[config.mk]
export PLATFORM = sky130hd
export DESIGN_NAME = spec_ghr_checkpoint
export DESIGN_NICKNAME = d
export VERILOG_FILES = /design/src/rtl/spec_ghr_checkpoint.sv
export SDC_FILE = /design/constraint.sdc
export NUM_CORES = 1
export LEC_CHECK = 0
export CORE_AREA = 2 2 83 85
export CTS_CLUSTER_DIAMETER = 50
export DETAILED_ROUTE_END_ITERATION = 10
export DIE_AREA = 0 0 85 87
export REMOVE_ABC_BUFFERS = 1
export SKIP_CTS_REPAIR_TIMING = 1
export SYNTH_ARGS = -nofsm -noshare
export SYNTH_HDL_FRONTEND = slang
export SYNTH_SLANG_ARGS = --single-unit
[constraint.sdc]
create_clock -name clk -period 3.6 [get_ports clk]
set_clock_uncertainty 0.1 [all_clocks]
set_input_delay 0.72 -clock clk [delete_from_list [all_inputs] [get_ports clk]]
set_output_delay 0.72 -clock clk [all_outputs]
set_load 0.05 [all_outputs]
[src/rtl/spec_ghr_checkpoint.sv]
// rtl/spec_ghr_checkpoint.sv - speculative global branch history with in-order resolution and recovery
//
// Purpose:
//   Keeps two global branch histories. The speculative copy (ghr_out) takes
//   each predicted direction from fetch immediately. The architectural copy
//   (arch_out) takes each actual direction as execute resolves branches,
//   oldest first. A small FIFO holds the predicted bit of every in-flight
//   branch so that each resolve can be compared against its prediction.
//   On a mispredict or an external flush, the speculative history is rebuilt
//   from the architectural copy in a single cycle.
//
// Ports:
//   clk, rstn       rising-edge clock, asynchronous active-low reset
//   spec_en         fetch predicted a conditional branch this cycle
//   spec_taken      predicted direction (1 = taken)
//   spec_ready      FIFO can accept a branch (count < DEPTH)
//   res_en          execute resolves the oldest in-flight branch
//   res_taken       actual direction of that branch
//   res_mispredict  resolve disagrees with the stored prediction (combinational)
//   flush           discard all in-flight branches, rebuild speculative history
//   ghr_out         speculative history, registered
//   arch_out        committed history, registered
//   inflight_cnt    FIFO occupancy
//   err_underflow   one-cycle pulse after a resolve with an empty FIFO
module spec_ghr_checkpoint #(
  parameter int HIST_LEN = 8,
  parameter int DEPTH    = 4
) (
  input  logic                         clk,
  input  logic                         rstn,
  input  logic                         spec_en,
  input  logic                         spec_taken,
  output logic                         spec_ready,
  input  logic                         res_en,
  input  logic                         res_taken,
  output logic                         res_mispredict,
  input  logic                         flush,
  output logic [HIST_LEN-1:0]          ghr_out,
  output logic [HIST_LEN-1:0]          arch_out,
  output logic [$clog2(DEPTH+1)-1:0]   inflight_cnt,
  output logic                         err_underflow
);

  localparam int PTR_W = $clog2(DEPTH);
  localparam int CNT_W = $clog2(DEPTH + 1);
  localparam logic [CNT_W-1:0] DEPTH_C = CNT_W'(DEPTH);

  logic [HIST_LEN-1:0] ghr_q,    ghr_d;
  logic [HIST_LEN-1:0] arch_q,   arch_d;
  logic [DEPTH-1:0]    fifo_q,   fifo_d;
  logic [PTR_W-1:0]    wr_ptr_q, wr_ptr_d;
  logic [PTR_W-1:0]    rd_ptr_q, rd_ptr_d;
  logic [CNT_W-1:0]    cnt_q,    cnt_d;
  logic                err_q,    err_d;

  logic empty;
  logic res_valid;
  logic spec_acc;
  logic recover;

  always_comb begin
    empty          = (cnt_q == '0);
    spec_ready     = (cnt_q < DEPTH_C);
    res_valid      = res_en & ~empty;
    res_mispredict = res_valid & (res_taken != fifo_q[rd_ptr_q]);
    // A mispredict and a flush have the same effect on ghr and the FIFO.
    recover        = flush | res_mispredict;
    spec_acc       = spec_en & spec_ready & ~recover;

    ghr_d    = ghr_q;
    arch_d   = arch_q;
    fifo_d   = fifo_q;
    wr_ptr_d = wr_ptr_q;
    rd_ptr_d = rd_ptr_q;
    cnt_d    = cnt_q;
    err_d    = res_en & empty;

    // A valid resolve always commits, even alongside a flush or mispredict.
    if (res_valid) begin
      arch_d = {res_taken, arch_q[HIST_LEN-1:1]};
    end

    if (recover) begin
      // Rebuild from the architectural history including this cycle's commit.
      ghr_d    = arch_d;
      wr_ptr_d = '0;
      rd_ptr_d = '0;
      cnt_d    = '0;
    end else begin
      if (spec_acc) begin
        ghr_d            = {spec_taken, ghr_q[HIST_LEN-1:1]};
        fifo_d[wr_ptr_q] = spec_taken;
        wr_ptr_d         = wr_ptr_q + PTR_W'(1);
      end
      if (res_valid) begin
        rd_ptr_d = rd_ptr_q + PTR_W'(1);
      end
      if (spec_acc && !res_valid) begin
        cnt_d = cnt_q + CNT_W'(1);
      end else if (!spec_acc && res_valid) begin
        cnt_d = cnt_q - CNT_W'(1);
      end
    end
  end

  always_ff @(posedge clk or negedge rstn) begin
    if (!rstn) begin
      ghr_q    <= '0;
      arch_q   <= '0;
      fifo_q   <= '0;
      wr_ptr_q <= '0;
      rd_ptr_q <= '0;
      cnt_q    <= '0;
      err_q    <= 1'b0;
    end else begin
      ghr_q    <= ghr_d;
      arch_q   <= arch_d;
      fifo_q   <= fifo_d;
      wr_ptr_q <= wr_ptr_d;
      rd_ptr_q <= rd_ptr_d;
      cnt_q    <= cnt_d;
      err_q    <= err_d;
    end
  end

  assign ghr_out       = ghr_q;
  assign arch_out      = arch_q;
  assign inflight_cnt  = cnt_q;
  assign err_underflow = err_q;

  // Every speculative bit still unresolved is the only thing separating the
  // two histories, so with nothing in flight they must agree.
  a_empty_in_sync : assert property (@(posedge clk) disable iff (!rstn)
    (cnt_q == '0) |-> (ghr_q == arch_q));

endmodule

==> run_results.csv, run 1 <==
group,metric,value,unit
setup_path,required,2.78,ns
clocking,clk_path_buf_depth,2,
cells_and_area,drive_gt1_frac,0.181,
yosys,synth_area,1580,um2
die,die_width,85,um
timing,fin_tns_setup,0,ns
setup_path,path_cells,"clkdlybuf4s50_1, and2_1, mux2i_1, nand3_1, inv_1, buf_12",
cells_and_area,final_nets,190,
clocking,cts_tree,"yes",
route,routed_via_density,4.70,
setup_path,start_kind,"input pin",
yosys,synth.avg_cell_area,10.5,um2
cells_and_area,multi_input_area,801,um2
placed_design,portBuffers,28,
die,die_h,87,um
timing,holdWs,0.415,ns
flow_run,cap_violations,0,
cells_and_area,area_growth,28.1,%
clocking,h-tree-depth,1,
placed_design,place_congestion,0.727,
timing,finalCriticalPeriod,2.92,ns
yosys,synth_seq_area_share,0.444,
clocking,clkLatencyLatePin,0.28,ns
die,start_util,0.240,
die,io_pins,29,
timing,slew_violations,0,
timing,slew_headroom,0.570,
grt,grt_overflow_total,0,
route,drt-wirelength-per-cell,13.0,um
die,rows,30,
yosys,synthFlopType,"dfrtp_1",
cells_and_area,final_common_cell,"dfrtp_1",
yosys,syn_inst,151,
timing,worst_slew_pin_slew,0.646,ns
setup_path,cp_slowest_cell,"clkdlybuf4s50_1",
grt,antenna_found_initial,0,
power_and_ir_drop,p_leak,0.844,nW
setup_path,critPathKind,"in2out",
yosys,yosysWarnings,0,
grt,grt_pass1_vias,1203,
yosys,synthTopCellsByArea,"dfrtp_1 44%, mux2_2 8.6%, nand2_1 5.2%",
yosys,synth-edff-count,0,
grt,grt_max_degree,29,
outcome,status,"completed",
route,drtIter0Drc,52,
yosys,async_flop_share,1.00,
setup_path,cp_max_fo,7,
die,dieArea,7400,um2
power_and_ir_drop,ir_drop,0.000484,V
die,coreArea,6570,um2
timing,setup_viol,0,
route,first_pass_iters,4,
grt,globalRouteTotalUtil,0.0967,
cells_and_area,final_cell_mix,"28 x dfrtp_1, 27 x clkdlybuf4s50_1, 22 x nand2_1",
grt,grt_pass1_wl,5860,um
cells_and_area,diodes,0,
setup_path,arrival,2.10,ns
setup_path,slowest_delay,0.52,ns
route,route.vias.total,1207,
clocking,cts_root_buffer,"clkbuf_8",
route,drc,0,
clocking,cts_buffers,3,
timing,post-route-period-util,0.811,
placed_design,dpl.hpwl,2370,um
placed_design,post-place-cells,253,
yosys,synth_top_area_share,0.444,
timing,rsz0062_at_grt,"no",
yosys,yosys.area.top_type,"dfrtp_1",
min_path,hold_path_class,"reg2reg",
yosys,ys_ff_latch,28,
setup_path,rrSetupSlack,1.30,ns
cells_and_area,fin_cells,257,
cells_and_area,nFillCells,667,
power_and_ir_drop,power.density,989,nW/um2
timing,hold_viol,0,
timing,clock.fmax,342,MHz
clocking,cts.clk_slew.worst_paths,0.10,ns
route,ant_nets,0,
route,routed_wl,3340,um
setup_path,cp-end-kind,"output port",
clocking,clkSinkCount,28,
cells_and_area,seqCellArea,701,um2
yosys,synth_cell_types,37,
per-layer routing:
layer,routed length [um],vias up,global-route usage
li1,-,594,-
met1,1680,585,0.136
met2,1490,23,0.150
met3,141,5,0.0246
met4,26,0,0.0216
met5,0,-,0
synth_stat cells, drive strengths merged, types with 2 or more instances:
| master | instances |
|---|---|
| nor3 | 2 |
| o221a | 7 |
| nor2 | 7 |
| clkbuf | 2 |
| o31ai | 6 |
| and2 | 2 |
| inv | 7 |
| mux2 | 14 |
| ha | 4 |
| a21oi | 6 |
| buf | 8 |
| o21ai | 2 |
| nor3b | 4 |
| nand2 | 22 |
| mux2i | 5 |
| nor2b | 2 |
| or4 | 6 |
| xnor2 | 3 |
| dfrtp | 28 |
path summary, 6_finish.rpt:
check,depth (start not counted),endpoint,start
worst min register to register,2,arch_out[0]$_DFF_PN0_,arch_out[0]$_DFF_PN0_
worst max-delay path,6,res_mispredict,res_taken
min in group asynchronous,2,inflight_cnt[0]$_DFFE_PN0P_,rstn
worst min-delay path,2,arch_out[0]$_DFF_PN0_,arch_out[0]$_DFF_PN0_
max in group asynchronous,2,arch_out[7]$_DFF_PN0_,rstn
worst max register to register,4,ghr_out[6]$_DFFE_PN0P_,rd_ptr_q[1]$_DFFE_PN0P_
critical path: cells and delay by family:
| kind | cells | cell delay, ns |
|---|---|---|
| buffers and inverters | 3 | 0.78 |
| multiplexers | 1 | 0.24 |
| AND/OR/NAND/NOR | 2 | 0.35 |
power by group:
group | switching, W | internal, W | total [W] | leakage [nW]
combinational | 0.000729 | 0.000454 | 0.00118 | 0.450
clock | 0.000104 | 0.000149 | 0.000253 | 0.0357
sequential | 0.000116 | 0.000449 | 0.000565 | 0.358
stage by stage:
| stage | util | instance area, um2 | power, W | setup WS (ns) |
|---|---|---|---|---|
| final | 0.308 | 2020 | 0.00200 | 0.680 |
| after global routing | 0.308 | 2020 | 0.00214 | 0.589 |
| after CTS | 0.308 | 2020 | 0.00202 | 0.687 |
| after detailed placement | 0.297 | 1950 | 0.00176 | 0.688 |
| after global placement | 0.297 | 1950 | 0.00176 | 0.669 |
| after floorplan | - | 1530 | 0.00137 | 0.788 |
state kept, by name, indices dropped and copies added (netlist names):
| name | count |
|---|---|
| ghr_out | 8 |
| err_underflow | 1 |
| inflight_cnt | 3 |
| arch_out | 8 |
| fifo_q | 4 |
| wr_ptr_q | 2 |
| rd_ptr_q | 2 |
cell type report:
| class | instances | area share |
|---|---|---|
| clock inverter | 1 | 0.0148 |
| tap | 80 | 0.0495 |
| sequential | 28 | 0.346 |
| clock buffer | 3 | 0.0204 |
| timing repair buffer | 32 | 0.158 |
| multi-input combinational | 105 | 0.396 |
| inverter | 8 | 0.0148 |
cell families (layout without fill, tap and decap cells):
| logic type | count (synthesis) | count (layout) | share of synthesized area |
|---|---|---|---|
| AOI/OAI and AO/OA | 26 | 26 | 0.137 |
| xor gates and xnor gates | 4 | 4 | 0.0222 |
| adders and majority gates | 5 | 5 | 0.0444 |
| buffers and inverters | 18 | 44 | 0.0523 |
| DFF | 28 | 28 | 0.444 |
| muxes | 19 | 19 | 0.136 |
| and+or+nand+nor | 51 | 51 | 0.164 |
No activity file was read; power rests on OpenSTA's default activity.
==> run 2: changes to the inputs <==
clock period = 2.73 ns   (was 3.6 ns; I/O delays follow)
==> run 2 against run 1 <==
Die area is the same. Worst hold slack better by 0.0023 ns. Highest routed layer is now met3. Final area increased by 1.4%. Via count rose by 1.9%. First-iteration DRC count is 7.7% lower. Largest cell class unchanged.
==> run_results.csv, run 2 (synthesis gave the netlist of run 1 again) <==
group,metric,value,unit
min_path,hold_path_class,"reg2reg",
timing,rsz0062_at_grt,"no",
cells_and_area,final_cell_mix,"28 x dfrtp_1, 27 x clkdlybuf4s50_1, 22 x nand2_1",
outcome,status,"completed",
power_and_ir_drop,total_power,0.00260,W
clocking,cts.clk_slew.worst_paths,0.10,ns
min_path,min_path_cells,1,
route,highest_layer,"met3",
route,route.vias.total,1230,
setup_path,cp_max_fo,7,
setup_path,rr_worst_depth,4,
setup_path,arrival,1.87,ns
route,routed_via_density,4.68,
timing,slew_headroom,0.290,
timing,finalCriticalPeriod,2.52,ns
setup_path,worstReg2RegStart,"inflight_cnt[1]$_DFFE_PN0P_",
setup_path,start_kind,"input pin",
timing,hold_viol,0,
power_and_ir_drop,p_leak,0.866,nW
die,die_width,85,um
timing,setup_viol,0,
route,drc,0,
clocking,clk_path_buf_depth,2,
cells_and_area,fin_cells,263,
route,drtIter0Drc,48,
clocking,cts_buffers,3,
cells_and_area,drive_gt1_frac,0.208,
grt,antenna_found_initial,0,
setup_path,cp-end-kind,"output port",
grt,globalRouteTotalUtil,0.0967,
grt,grt_max_degree,29,
die,dieArea,7400,um2
timing,slew_violations,0,
cells_and_area,final_common_cell,"dfrtp_1",
placed_design,dpl.hpwl,2560,um
route,routed_wl,3420,um
placed_design,post-place-cells,259,
route,first_pass_iters,4,
setup_path,cp-startpoint,"res_taken",
setup_path,critPathKind,"in2out",
flow_run,cap_violations,0,
die,start_util,0.240,
clocking,cts_tree,"yes",
setup_path,r2r_end,"ghr_out[6]$_DFFE_PN0P_",
grt,grt_pass1_wl,5830,um
die,io_pins,29,
clocking,cts_root_buffer,"clkbuf_8",
placed_design,post-place-ws,0.206,ns
cells_and_area,final_nets,196,
grt,grt_pass1_vias,1201,
timing,clock.fmax,397,MHz
power_and_ir_drop,ir_drop,0.000508,V
route,wl_met1,1720,um
timing,timing.final.ws_setup,0.209,ns
route,ant_nets,0,
clocking,h-tree-depth,1,
placed_design,portBuffers,28,
power_and_ir_drop,power.density,1270,nW/um2
grt,grt_overflow_total,0,
cells_and_area,area_growth,30.0,%
route,drt-wirelength-per-cell,13.0,um
placed_design,place_congestion,0.770,
setup_path,rrSetupSlack,0.48,ns
min_path,worst_hold_startpoint,"fifo_q[2]$_DFFE_PN0P_",
timing,worst_slew_pin_slew,1.06,ns
die,rows,30,
die,coreArea,6570,um2
timing,post-route-period-util,0.923,
clocking,clkSinkCount,28,
min_path,whs_endpoint,"fifo_q[2]$_DFFE_PN0P_",
clocking,clkLatencyLatePin,0.28,ns
die,die_h,87,um
cells_and_area,diodes,0,
route,dr_wl_met3,151,um
setup_path,required,2.08,ns
route,wl_met2,1560,um
## run 2: where the power goes
part           internal, W  total (W)  switching [W]  leakage (nW)
logic             0.000628    0.00159       0.000967         0.479
registers         0.000592   0.000748       0.000156         0.358
clock network     0.000129   0.000262       0.000133        0.0288
total              0.00135    0.00260        0.00126         0.866
## run 2: worst max-delay path: stages
cell and delay [ns]:
clkdlybuf4s50_1 0.51, nor2b_1 0.19, mux2i_1 0.24, nand3_1 0.13, inv_1 0.11, buf_12 0.14
## run 2: through the flow
step / instance area [um2] / utilization / setup TNS [ns] / hold WS, ns
6_report: 2050 / 0.312 / 0 / 0.417
5_1_grt: 2050 / 0.312 / 0 / 0.449
4_1_cts: 2050 / 0.312 / 0 / 0.426
3_5_place_dp: 2000 / 0.304 / 0 / 0.402
3_3_place_gp: 2000 / 0.304 / 0 / 0.388
2_1_floorplan: 1530 / - / -0.670 / 0.150
## run 2: worst max-delay path by stage
| stage | depth (start not counted) | endpoint |
|---|---|---|
| 3_5_place_dp | 5 | fifo_q[1]$_DFFE_PN0P_ |
| 4_1_cts | 5 | res_mispredict |
| 2_1_floorplan | 3 | ghr_out[0]$_DFFE_PN0P_ |
| 3_3_place_gp | 6 | res_mispredict |
| 5_1_grt | 5 | res_mispredict |
| 6_report | 6 | res_mispredict |
## run 2: cell type report
class / count / area (um2)
multi-input cells: 105 / 801
inverters: 8 / 30.0
repair buffers: 38 / 365
fillers: 676 / 4520
flip-flops and latches: 28 / 701
well taps: 80 / 100
clock buffers: 4 / 55.1
## run 2: layer usage
layer / vias to the layer above / GRT usage
met4: 0 / 0.0130
met1: 596 / 0.141
met3: 0 / 0.0246
met2: 26 / 0.148
li1: 608 / -
met5: - / 0
==> run 3: changes to the inputs <==
GPL_TIMING_DRIVEN = 0   (was default)
==> run 3 against run 2 <==
Setup slack worse by 0.12 ns. Clock-buffer cell count stayed put. Register-to-register slack got worse by 0.10 ns. Cell count fell by 3.8%. Combinational power fell by 4%. Sequential share of layout area up 1.4 points. Critical endpoint unchanged. Via count fell by 4.3%. Sequential power barely moved. First-iteration DRC count increased by 2.1%.
==> run_results.csv, run 3 (synthesis gave the netlist of run 1 again) <==
group,metric,value,unit
die,die_width,85,um
setup_path,cp_num_buf_inv,3,
setup_path,worstReg2RegStart,"rd_ptr_q[1]$_DFFE_PN0P_",
setup_path,crit_family,"buffers and inverters",
route,ant_nets,0,
route,drc,0,
outcome,status,"completed",
die,rows,30,
clocking,clkSinkCount,28,
timing,slew_headroom,0.400,
cells_and_area,nFillCells,686,
clocking,h-tree-depth,1,
timing,finalCriticalPeriod,2.64,ns
route,first_pass_iters,4,
cells_and_area,drive_gt1_frac,0.173,
placed_design,portBuffers,28,
setup_path,rrSetupSlack,0.38,ns
die,io_pins,29,
power_and_ir_drop,clockPowerShare,0.102,
setup_path,rr_worst_depth,4,
setup_path,r2r_end,"ghr_out[0]$_DFFE_PN0P_",
setup_path,required,2.08,ns
power_and_ir_drop,switching_share,0.491,
die,dieArea,7400,um2
grt,grt_pass1_vias,1231,
cells_and_area,final_nets,186,
grt,grt_max_degree,29,
setup_path,start_kind,"input pin",
setup_path,critPathKind,"in2out",
route,route.vias.total,1177,
cells_and_area,fin_cells,253,
route,routed_wl,3370,um
grt,grt_overflow_total,0,
min_path,hold_path_class,"in2async",
cells_and_area,area_growth,24.7,%
cells_and_area,multi_input_area,811,um2
power_and_ir_drop,combPwrFrac,0.602,
placed_design,dpl.hpwl,2330,um
timing,timing.final.ws_setup,0.0933,ns
setup_path,cp-startpoint,"res_en",
timing,worst_slew_pin_slew,0.900,ns
timing,clock.fmax,379,MHz
power_and_ir_drop,p_int,0.00129,W
setup_path,path_cells,"clkdlybuf4s50_1, o31a_2, nand3_1, inv_1, clkbuf_4",
power_and_ir_drop,p_switching,0.00125,W
power_and_ir_drop,power_frac_seq,0.296,
setup_path,slowest_delay,0.57,ns
clocking,clk_path_buf_depth,2,
cells_and_area,fin_util,0.300,
clocking,cts_tree,"yes",
power_and_ir_drop,power.density,1290,nW/um2
cells_and_area,final_common_cell,"dfrtp_1",
route,routed_via_density,4.65,
placed_design,post-place-cells,249,
clocking,cts.clk_slew.worst_paths,0.10,ns
clocking,clkLatencyLatePin,0.27,ns
die,coreArea,6570,um2
cells_and_area,seqCellArea,701,um2
setup_path,arrival,1.99,ns
route,drtIter0Drc,49,
power_and_ir_drop,ir_drop,0.000629,V
setup_path,cp_max_fo,18,
route,drt-wirelength-per-cell,13.3,um
timing,setup_viol,0,
power_and_ir_drop,p_leak,0.816,nW
die,die_h,87,um
placed_design,post-place-ws,-0.733,ns
grt,antenna_found_initial,0,
setup_path,cp_slowest_cell,"clkdlybuf4s50_1",
flow_run,cap_violations,0,
clocking,cts_root_buffer,"clkbuf_8",
setup_path,cp-end-kind,"output port",
clocking,cts_buffers,3,
timing,hold_viol,0,
timing,rsz0062_at_grt,"no",
timing,post-route-period-util,0.966,
cells_and_area,final_cell_mix,"28 x dfrtp_1, 26 x clkdlybuf4s50_1, 22 x nand2_1",
timing,slew_violations,0,
grt,globalRouteTotalUtil,0.100,
cells_and_area,diodes,0,
grt,grt_pass1_wl,6060,um
die,start_util,0.240,
placed_design,place_congestion,0.738,
[run 3: changes by cell type in the layout (fill, tap and decap cells not counted), sizes merged]
cell	delta
buf	-10
clkdlybuf4s50	-1
clkbuf	+1
[run 3: worst max-delay path by stage]
stage	endpoint	slack (ns)	cells past startpoint
after CTS	res_mispredict	-0.75	5
after global routing	res_mispredict	0.006	6
after floorplan	ghr_out[0]$_DFFE_PN0P_	-0.08	3
after detailed placement	res_mispredict	-0.73	5
final	res_mispredict	0.09	5
after global placement	ghr_out[6]$_DFFE_PN0P_	-0.76	3
[run 3: power groups by stage]
stage          combinational [W]  sequential [W]  clock (W)
3_5_place_dp             0.00154        0.000765          0
3_3_place_gp             0.00152        0.000750          0
2_1_floorplan           0.000611         0.00120          0
5_1_grt                  0.00164        0.000786   0.000285
6_report                 0.00153        0.000751   0.000259
4_1_cts                  0.00155        0.000757   0.000269
[run 3: area by class of cell]
cell class / instances / share of cell area
Timing Repair Buffer: 28 / 0.139
Tap cell: 80 / 0.0508
Inverter: 8 / 0.0152
Multi-Input combinational cell: 105 / 0.412
Sequential cell: 28 / 0.356
Clock buffer: 4 / 0.0280
[run 3: worst register-to-register path, delay by kind of cell (launching register included)]
| family | cells | cell delay (ns) |
|---|---|---|
| flip-flops | 1 | 0.44 |
| multiplexers | 2 | 0.86 |
| AO/OA/AOI/OAI | 2 | 0.90 |
[run 3: layer usage]
layer,track usage,vias up,share of wire
met4,0.00866,0,0
met2,0.158,27,0.46
met3,0.0275,0,0.039
met5,0,-,0
met1,0.143,564,0.50
li1,-,586,-
[run 3: stage by stage]
step	total power (W)	hold slack [ns]	instance area (um2)	setup TNS [ns]
finish	0.00254	0.185	1970	0
global route	0.00271	0.225	1970	0
CTS	0.00257	0.417	1980	-0.753
detailed placement	0.00231	0.393	1920	-1.32
global placement	0.00227	0.388	1910	-12.84
floorplan	0.00181	0.150	1530	-0.670
